===== src/rtl/mandelbrot_scan_ctrl.sv =====
// mandelbrot_scan_ctrl: walks an H_RES x V_RES frame in raster order, issuing one
// mandelbrot_calc job per pixel and writing the 8-bit result to the frame buffer.
// Optional build macro MANDELBROT_INSIDE_BLACK_EN: pixels inside the set are written as 8'h00.
module mandelbrot_scan_ctrl #(
    parameter int unsigned WIDTH  = 27,
    parameter int unsigned FBITS  = 23,
    parameter int unsigned H_RES  = 640,
    parameter int unsigned V_RES  = 480,
    parameter int unsigned ADDR_W = 19
) (
    input  logic              clk,
    input  logic              rst,
    input  logic              frame_start,
    input  logic [WIDTH-1:0]  x_min,
    input  logic [WIDTH-1:0]  y_max,
    input  logic [WIDTH-1:0]  step,
    input  logic [7:0]        max_iter,
    output logic              calc_start,
    output logic [WIDTH-1:0]  calc_c_real,
    output logic [WIDTH-1:0]  calc_c_imag,
    output logic [7:0]        calc_max_iter,
    input  logic [7:0]        calc_iter_count,
    input  logic              calc_is_inside,
    input  logic              calc_is_done,
    output logic              wr_valid,
    input  logic              wr_ready,
    output logic [ADDR_W-1:0] wr_addr,
    output logic [7:0]        wr_data,
    output logic              busy,
    output logic              frame_done
);

    localparam int unsigned COL_W = (H_RES > 1) ? $clog2(H_RES) : 1;
    localparam int unsigned ROW_W = (V_RES > 1) ? $clog2(V_RES) : 1;

    typedef enum logic [2:0] {
        IDLE,
        ISSUE,
        WAIT,
        WRITE,
        ADVANCE
    } state_t;

    state_t             state;
    logic [WIDTH-1:0]   x_min_q;
    logic [WIDTH-1:0]   step_q;
    logic [COL_W-1:0]   col;
    logic [ROW_W-1:0]   row;
    logic [ADDR_W-1:0]  addr;
    logic               inside_q;

    logic last_col;
    logic last_row;
    assign last_col = (col == COL_W'(H_RES - 1));
    assign last_row = (row == ROW_W'(V_RES - 1));

    // inside flag is kept for debug visibility; fraction field is the engine's concern
    logic unused_ok;
    assign unused_ok = ^{inside_q, calc_c_real[FBITS-1:0]};

    // scan sequencer: per pixel ISSUE -> WAIT -> WRITE -> ADVANCE, all outputs registered
    always_ff @(posedge clk or posedge rst) begin
        if (rst) begin
            state         <= IDLE;
            x_min_q       <= '0;
            step_q        <= '0;
            col           <= '0;
            row           <= '0;
            addr          <= '0;
            inside_q      <= 1'b0;
            calc_start    <= 1'b0;
            calc_c_real   <= '0;
            calc_c_imag   <= '0;
            calc_max_iter <= '0;
            wr_valid      <= 1'b0;
            wr_addr       <= '0;
            wr_data       <= '0;
            busy          <= 1'b0;
            frame_done    <= 1'b0;
        end else begin
            calc_start <= 1'b0;
            frame_done <= 1'b0;
            case (state)
                IDLE: begin
                    if (frame_start) begin
                        x_min_q       <= x_min;
                        step_q        <= step;
                        calc_max_iter <= max_iter;
                        calc_c_real   <= x_min;
                        calc_c_imag   <= y_max;
                        col           <= '0;
                        row           <= '0;
                        addr          <= '0;
                        busy          <= 1'b1;
                        state         <= ISSUE;
                    end
                end
                ISSUE: begin
                    calc_start <= 1'b1;
                    state      <= WAIT;
                end
                WAIT: begin
                    if (calc_is_done) begin
                        inside_q <= calc_is_inside;
`ifdef MANDELBROT_INSIDE_BLACK_EN
                        wr_data  <= calc_is_inside ? 8'h00 : calc_iter_count;
`else
                        wr_data  <= calc_iter_count;
`endif
                        wr_addr  <= addr;
                        wr_valid <= 1'b1;
                        state    <= WRITE;
                    end
                end
                WRITE: begin
                    if (wr_ready) begin
                        wr_valid <= 1'b0;
                        if (last_col && last_row) begin
                            frame_done <= 1'b1;
                            busy       <= 1'b0;
                            state      <= IDLE;
                        end else begin
                            state <= ADVANCE;
                        end
                    end
                end
                ADVANCE: begin
                    addr <= addr + ADDR_W'(1);
                    if (!last_col) begin
                        col         <= col + COL_W'(1);
                        calc_c_real <= calc_c_real + step_q;
                    end else begin
                        col         <= '0;
                        row         <= row + ROW_W'(1);
                        calc_c_real <= x_min_q;
                        calc_c_imag <= calc_c_imag - step_q;
                    end
                    state <= ISSUE;
                end
                default: state <= IDLE;
            endcase
        end
    end

endmodule

===== config.mk =====
export PLATFORM = sky130hd
export DESIGN_NAME = mandelbrot_scan_ctrl
export DESIGN_NICKNAME = d
export VERILOG_FILES = /design/src/rtl/mandelbrot_scan_ctrl.sv
export SDC_FILE = /design/constraint.sdc
export NUM_CORES = 1
export LEC_CHECK = 0
export BUFFER_PORTS_ARGS = -buffer_cell sky130_fd_sc_hd__buf_2
export CORE_UTILIZATION = 30
export DETAILED_ROUTE_END_ITERATION = 8
export GPL_ROUTABILITY_DRIVEN = 0
export HOLD_SLACK_MARGIN = 0.02
export PLACE_DENSITY = 0.57
export SYNTH_ARGS = -nofsm -noshare
export SYNTH_HDL_FRONTEND = slang
export SYNTH_SLANG_ARGS = --single-unit

===== constraint.sdc =====
create_clock -name clk -period 6.2 [get_ports clk]
set_input_delay 0.31 -clock clk [delete_from_list [all_inputs] [get_ports clk]]
set_output_delay 0.31 -clock clk [all_outputs]
set_load 0.01 [all_outputs]

==> results of run 1 <==
per-stage QoR:
stage | hold slack, ns | worst slack, ns
after floorplan | 0.415 | 0.776
after global placement | 0.453 | 2.81
after detailed placement | 0.457 | 2.74
after CTS | 0.0247 | 2.72
after global routing | 0.0280 | 2.57
final | -0.00130 | 2.71
cell usage after synthesis, types with 3 or more instances:
cell and count:
nor2_1 69, xnor2_1 23, a21oi_1 80, ha_1 55
nand3_1 35, nor4_1 4, o21ai_0 100, a211oi_1 9
nor3_1 15, nor2b_1 10, mux2i_1 5, a21o_1 35
o21a_1 4, o211ai_1 3, dfrtp_1 188, and2_1 3
o22ai_1 23, nand4_1 16, and3_1 15, a31oi_1 22
buf_1 11, nand2_1 239, mux2_2 27, a31o_2 5
xor2_1 26, nand2b_1 6, or3_1 3, o31ai_1 8
and4_1 5, clkbuf_1 43, inv_1 39, a211o_1 3
layer usage:
layer	vias to the layer above	wire (um)	GRT usage [%]
met3	29	1400	3.33
met4	0	436	5.18
met1	4300	14900	24.1
met2	223	13500	26.8
li1	4452	-	-
met5	-	0	0
layout make-up:
cell class / instances / area, um^2
Antenna cell: 1 / 2.50
Clock buffer: 18 / 429
Clock inverter: 14 / 165
Fill cell: 3510 / 21400
Inverter: 39 / 154
Multi-Input combinational cell: 886 / 5380
Sequential cell: 188 / 4700
Tap cell: 448 / 561
Timing Repair Buffer: 207 / 1070
cell families (layout without fill, tap and decap cells):
group | count (synthesis) | in the layout | synth area share [%]
AND/OR/NAND/NOR | 433 | 433 | 18.4
buffers and inverters | 93 | 278 | 3.35
AO/OA/AOI/OAI | 315 | 315 | 18.6
other | 0 | 1 | 0
XOR/XNOR | 49 | 49 | 4.12
adder cells (fa/ha/maj) | 57 | 57 | 6.99
flip-flops | 188 | 188 | 45.1
multiplexers | 32 | 32 | 3.40
registers in the layout, indices dropped and copies added, names as in the netlist:
name / flops
busy: 1
frame_done: 1
calc_max_iter: 8
addr: 19
wr_data: 8
col: 10
x_min_q: 27
step_q: 27
wr_addr: 19
calc_c_real: 27
state: 3
row: 9
calc_start: 1
calc_c_imag: 27
wr_valid: 1
worst max path at each step:
stage,depth (start not counted),start,slack [ns],end
floorplan,1,rst,0.78,addr[0]
finish,12,step_q[0],2.71,calc_c_imag[26]
global placement,12,step_q[0],2.81,calc_c_imag[26]
detailed placement,12,step_q[0],2.74,calc_c_imag[26]
global route,12,step_q[0],2.57,calc_c_imag[26]
CTS,12,step_q[0],2.72,calc_c_imag[26]
power by group through the flow:
stage               Combinational [mW]  Sequential, mW  Clock (mW)
global placement                  3.93            2.04           0
detailed placement                3.98            2.04           0
global route                      4.50            2.09        1.21
CTS                               4.02            2.03        1.16
finish                            4.01            2.02        1.13
floorplan                         2.93            2.04           0
critical path, cell delays in order, from the launching register on:
cell and delay [ns]:
dfrtp_1 0.45, ha_1 0.22, inv_1 0.06, fa_1 0.40
a21o_1 0.23, a311o_1 0.41, a22oi_2 0.20, a31oi_1 0.20
a31o_2 0.31, a31oi_1 0.30, nor2b_1 0.09, o21a_1 0.19
o311a_1 0.32
==> run_results.csv, run 1 <==
group,metric,value,unit
floorplan,dieWidth,188,um
pwr,switching_share,45.2,%
logic_synthesis,synth_edf_count,0,
run_status,outcome,"finished, violations left",
drt,wire_per_inst,16.8,um
drt,ant_nets,0,
pwr,p_int,3.93,mW
worst_setup_path,worst-r2r-cell-count,12,
logic_synthesis,yosysTopAreaCell,"dfrtp_1",
worst_setup_path,r2r-end,"calc_c_imag[26]",
clock_network,cts_root_buf,"clkbuf_16",
drt,drc,0,
worst_setup_path,cp-end-kind,"flip-flop",
worst_setup_path,worstReg2RegStart,"step_q[0]",
sta,period_needed,3.49,ns
run_status,violations,"hold timing",
logic_synthesis,yosys_warnings,0,
global_route,antenna_found_initial,1,
sta,worstMarginPinSlew,1.08,ns
drt,dr_total_vias,9004,
sta,timing.final.crit_share,56.3,%
logic_synthesis,yosysUniqueCellTypes,63,
sta,max_freq,287,MHz
drt,routed_wl,30.2,mm
layout,final_nets,1499,
global_route,gr-usage-all-layers,17.2,%
floorplan,start_util,30.8,%
placement,place_area,11900,um^2
placement,dpl.cell_count,1768,
pwr,seq_power_share,28.2,%
pwr,power_density,575,nW/um^2
run,drv_cap,0,
drt,first_iter_violations,462,
floorplan,num_io_pins,196,
sta,whs,-0.00130,ns
clock_network,cts_sinks,188,
layout,syn_to_final_growth,19.6,%
floorplan,fp-row-count,67,
placement,port_buffers,194,
pwr,leakage,6.07,nW
sta,clock_skew,0.0252,ns
global_route,grt_pass1_wl,47.7,mm
logic_synthesis,synth_cells,1167,
logic_synthesis,synth_ff_type,"dfrtp_1",
sta,slew_viol_final,0,
worst_setup_path,critical_path_class,"flip-flop to flip-flop",
layout,fin_cells,1801,
logic_synthesis,async_flop_share,100,%
clock_network,holdBufCountCts,0,
clock_network,insertion_delay,0.47,ns
clock_network,cts_setup_buffers,0,
floorplan,fp.dieH,188,um
sta,hold_viol,2,
sta,worst_slew_margin_rel,28.0,%
pwr,clkPwrFrac,15.8,%
worst_setup_path,cp.required,6.54,ns
sta,setup_violations,0,
worst_setup_path,crit_path_start_kind,"flip-flop",
global_route,first_global_vias,8812,
logic_synthesis,synth_seq_area_share,45.1,%
clock_network,cts_tree,"done",
logic_synthesis,ys_seq_elements,188,
clock_network,cts.path.max_buffers,2,
clock_network,path_clk_slew,0.08,ns
clock_network,cts_max_level,4,
floorplan,die_area,35500,um^2
worst_setup_path,arrival,3.82,ns
pwr,power.total,7.17,mW
layout,final_common_cell,"nand2_1",
clock_network,cts_resized,0,
logic_synthesis,avgSynthCellArea,8.93,um^2
worst_setup_path,r2r_setup_slack,2.71,ns
logic_synthesis,yosys.area.top_type_share,45.1,%
pwr,vdd_drop_max,0.225,mV
hold_path,hp-class,"input pin to asynchronous set/reset pin",
pwr,p_comb_share,56.0,%
global_route,grt_max_degree,115,
sta,fin_tns_setup,0,ns
placement,dpl.hpwl,21.1,mm
sta,rsz0062_at_grt,"false",
global_route,grt_overflow_total,0,
logic_synthesis,syn-num-nets,1327,
layout,drive_above_1_share,20.9,%
clock_network,cts_made_buffers,17,
floorplan,coreArea,33900,um^2
drt,drtPass1Iterations,4,
layout,final_util,36.8,%
layout,final_cell_mix,"nand2_1, buf_2, dfrtp_1",
logic_synthesis,yosys-top-cells-area,"dfrtp_1, nand2_1, ha_1, o21ai_0, a21oi_1",
logic_synthesis,syn_area,10400,um^2
drt,via_per_inst,5.00,
worst_setup_path,crit_fanout,4,
layout,fin_area,12500,um^2
pwr,p_sw,3.24,mW
No activity file was read; power rests on OpenSTA's default activity.
==> run 2: changes to the inputs <==
--- a/config.mk
+++ b/config.mk
@@ -10,7 +10,7 @@
 export DETAILED_ROUTE_END_ITERATION = 8
 export GPL_ROUTABILITY_DRIVEN = 0
 export HOLD_SLACK_MARGIN = 0.02
-export PLACE_DENSITY = 0.57
+export PLACE_DENSITY = 0.59
 export SYNTH_ARGS = -nofsm -noshare
 export SYNTH_HDL_FRONTEND = slang
 export SYNTH_SLANG_ARGS = --single-unit
==> constraint.sdc (replaced) <==
create_clock -name clk -period 3.05 [get_ports clk]
set_input_delay 0.1525 -clock clk [delete_from_list [all_inputs] [get_ports clk]]
set_output_delay 0.1525 -clock clk [all_outputs]
set_load 0.01 [all_outputs]
==> run 2 against run 1 <==
Against the previous run: the flow now finishes without violations; non-clock buffer count grew 124; power rose by 110%; flip-flop and latch count did not move; largest cell class unchanged.
==> run_results.csv, run 2 (synthesized netlist as in run 1, its figures left out) <==
group,metric,value,unit
run_status,outcome,"finished, final reports clean",
sta,clock_skew,0.0237,ns
worst_setup_path,cp_num_buf_inv,1,
drt,m1WireLength,14.8,mm
global_route,grt_pass1_wl,50.2,mm
clock_network,path_clk_slew,0.08,ns
placement,pre_cts_slack,-0.0559,ns
floorplan,num_io_pins,196,
clock_network,insertion_delay,0.46,ns
sta,period_needed,2.96,ns
sta,worstMarginPinSlew,0.817,ns
clock_network,cts_sinks,188,
clock_network,cts.path.max_buffers,2,
layout,fin_area,13800,um^2
layout,final_common_cell,"nand2_1",
floorplan,fp-row-count,67,
drt,route.met3.wl,1.67,mm
global_route,antenna_found_initial,1,
clock_network,cts_made_buffers,17,
sta,max_freq,338,MHz
sta,worst_slew_margin_rel,45.3,%
worst_setup_path,cp-end-kind,"flip-flop",
layout,final_nets,1623,
sta,slew_viol_final,0,
layout,syn_to_final_growth,32.3,%
worst_setup_path,crit_path_start_kind,"flip-flop",
floorplan,coreArea,33900,um^2
clock_network,cts_root_buf,"clkbuf_16",
sta,rsz0062_at_grt,"true",
sta,setup_ws,0.0925,ns
drt,wire_per_inst,16.3,um
worst_setup_path,crit_family,"compound AO/OA/AOI/OAI gates",
clock_network,cts_tree,"done",
drt,wl_met2,14.4,mm
pwr,leakage,6.62,nW
floorplan,dieWidth,188,um
worst_setup_path,worstReg2RegStart,"step_q[0]",
worst_setup_path,max_stage_delay,0.54,ns
global_route,grt_max_degree,105,
drt,dr_total_vias,9586,
worst_setup_path,cp_common_cell,"a31oi_4",
sta,setup_violations,0,
worst_setup_path,crit_slowest_cell,"or4b_4",
drt,ant_nets,0,
pwr,vdd_drop_max,0.498,mV
sta,hold_viol,0,
layout,final_cell_mix,"nand2_1, buf_2, dfrtp_1",
drt,drc,0,
floorplan,die_area,35500,um^2
worst_setup_path,crit_fanout,3,
sta,timing.final.crit_share,97.0,%
pwr,power_density,1110,nW/um^2
global_route,grt_overflow_total,0,
hold_path,hp-class,"input pin to flip-flop",
global_route,gr-usage-all-layers,17.9,%
worst_setup_path,arrival,3.29,ns
layout,drive_above_1_share,22.3,%
worst_setup_path,crit_start,"step_q[0]",
placement,dpl.hpwl,21.8,mm
worst_setup_path,critical_path_class,"flip-flop to flip-flop",
drt,first_iter_violations,449,
placement,place_area,12100,um^2
floorplan,fp.dieH,188,um
worst_setup_path,cp.required,3.39,ns
drt,routed_wl,31.3,mm
hold_path,hold_start,"calc_is_done",
worst_setup_path,r2r_setup_slack,0.09,ns
drt,top_layer_used,"met4",
run,drv_cap,0,
worst_setup_path,path_cells,"ha_1, inv_1, fa_1, nor2b_1, o21ai_1, a21boi_2, o31ai_4, a31oi_4, o2111a_1, or4b_4, a31oi_4, xnor2_1, a21oi_1",
clock_network,cts_max_level,4,
drt,drtPass1Iterations,4,
global_route,first_global_vias,9312,
placement,port_buffers,194,
floorplan,start_util,30.8,%
drt,via_per_inst,4.98,
-- run 2: changes by cell type in the layout (fill, tap and decap cells not counted), sizes merged --
cell and change:
clkinv -1, clkinvlp +3, inv -2, buf +28
dlygate4sd3 +96
-- run 2: path summary, 6_finish.rpt --
check	end	depth (start not counted)
worst max-delay path	calc_c_real[26]	13
worst min-delay path	state[0]	5
worst max register to register	calc_c_real[26]	13
worst min register to register	calc_max_iter[2]	2
max in group asynchronous	calc_max_iter[7]	4
min in group asynchronous	calc_max_iter[2]	3
-- run 2: timing repair --
| item | CTS | global route |
|---|---|---|
| pin swaps | 6 | 10 |
| endpoints found under the setup margin | 2 | 16 |
| endpoints found under the hold margin | 115 | 0 |
| setup buffers | 2 | 1 |
| gates resized for setup | 3 | 21 |
| hold buffers | 96 | 0 |
-- run 2: metal layers --
metal	global-route usage, %	vias to the layer above
met2	28.4	238
li1	-	4703
met1	24.6	4622
met4	4.90	0
met3	3.82	23
met5	0	-
-- run 2: worst reg2reg max path, delay by kind of cell, from the launching register on --
kind                       cells  cell delay [ns]
DFF                            1             0.43
xor gates and xnor gates       1             0.13
buffers and inverters          1             0.07
AOI/OAI and AO/OA              7             1.24
adders and majority gates      2             0.38
and+or+nand+nor                2             0.59
-- run 2: area by class of cell --
class	count	area (um^2)
Timing Repair Buffer	331	2290
Sequential cell	188	4700
Clock buffer	18	439
Tap cell	448	561
Inverter	39	150
Multi-Input combinational cell	886	5490
Antenna cell	1	2.50
Fill cell	3407	20100
Clock inverter	14	148
-- run 2: power by group --
| part | total [mW] | internal, mW | switching, mW |
|---|---|---|---|
| Sequential | 4.09 | 3.38 | 0.715 |
| Clock | 2.23 | 1.12 | 1.12 |
| Combinational | 8.96 | 4.01 | 4.95 |
-- run 2: metrics by stage --
stage / util (%) / power [mW] / hold slack (ns) / cells / TNS, ns
after floorplan: - / 10.1 / 0.258 / 1167 / 0
after global placement: 35.8 / 12.5 / 0.168 / 1793 / -0.0264
after detailed placement: 35.8 / 12.6 / 0.162 / 1793 / -0.108
after CTS: 40.4 / 15.2 / 0.0408 / 1923 / 0
after global routing: 40.7 / 16.7 / 0.0706 / 1925 / -0.0724
final: 40.7 / 15.3 / 0.0618 / 1925 / 0
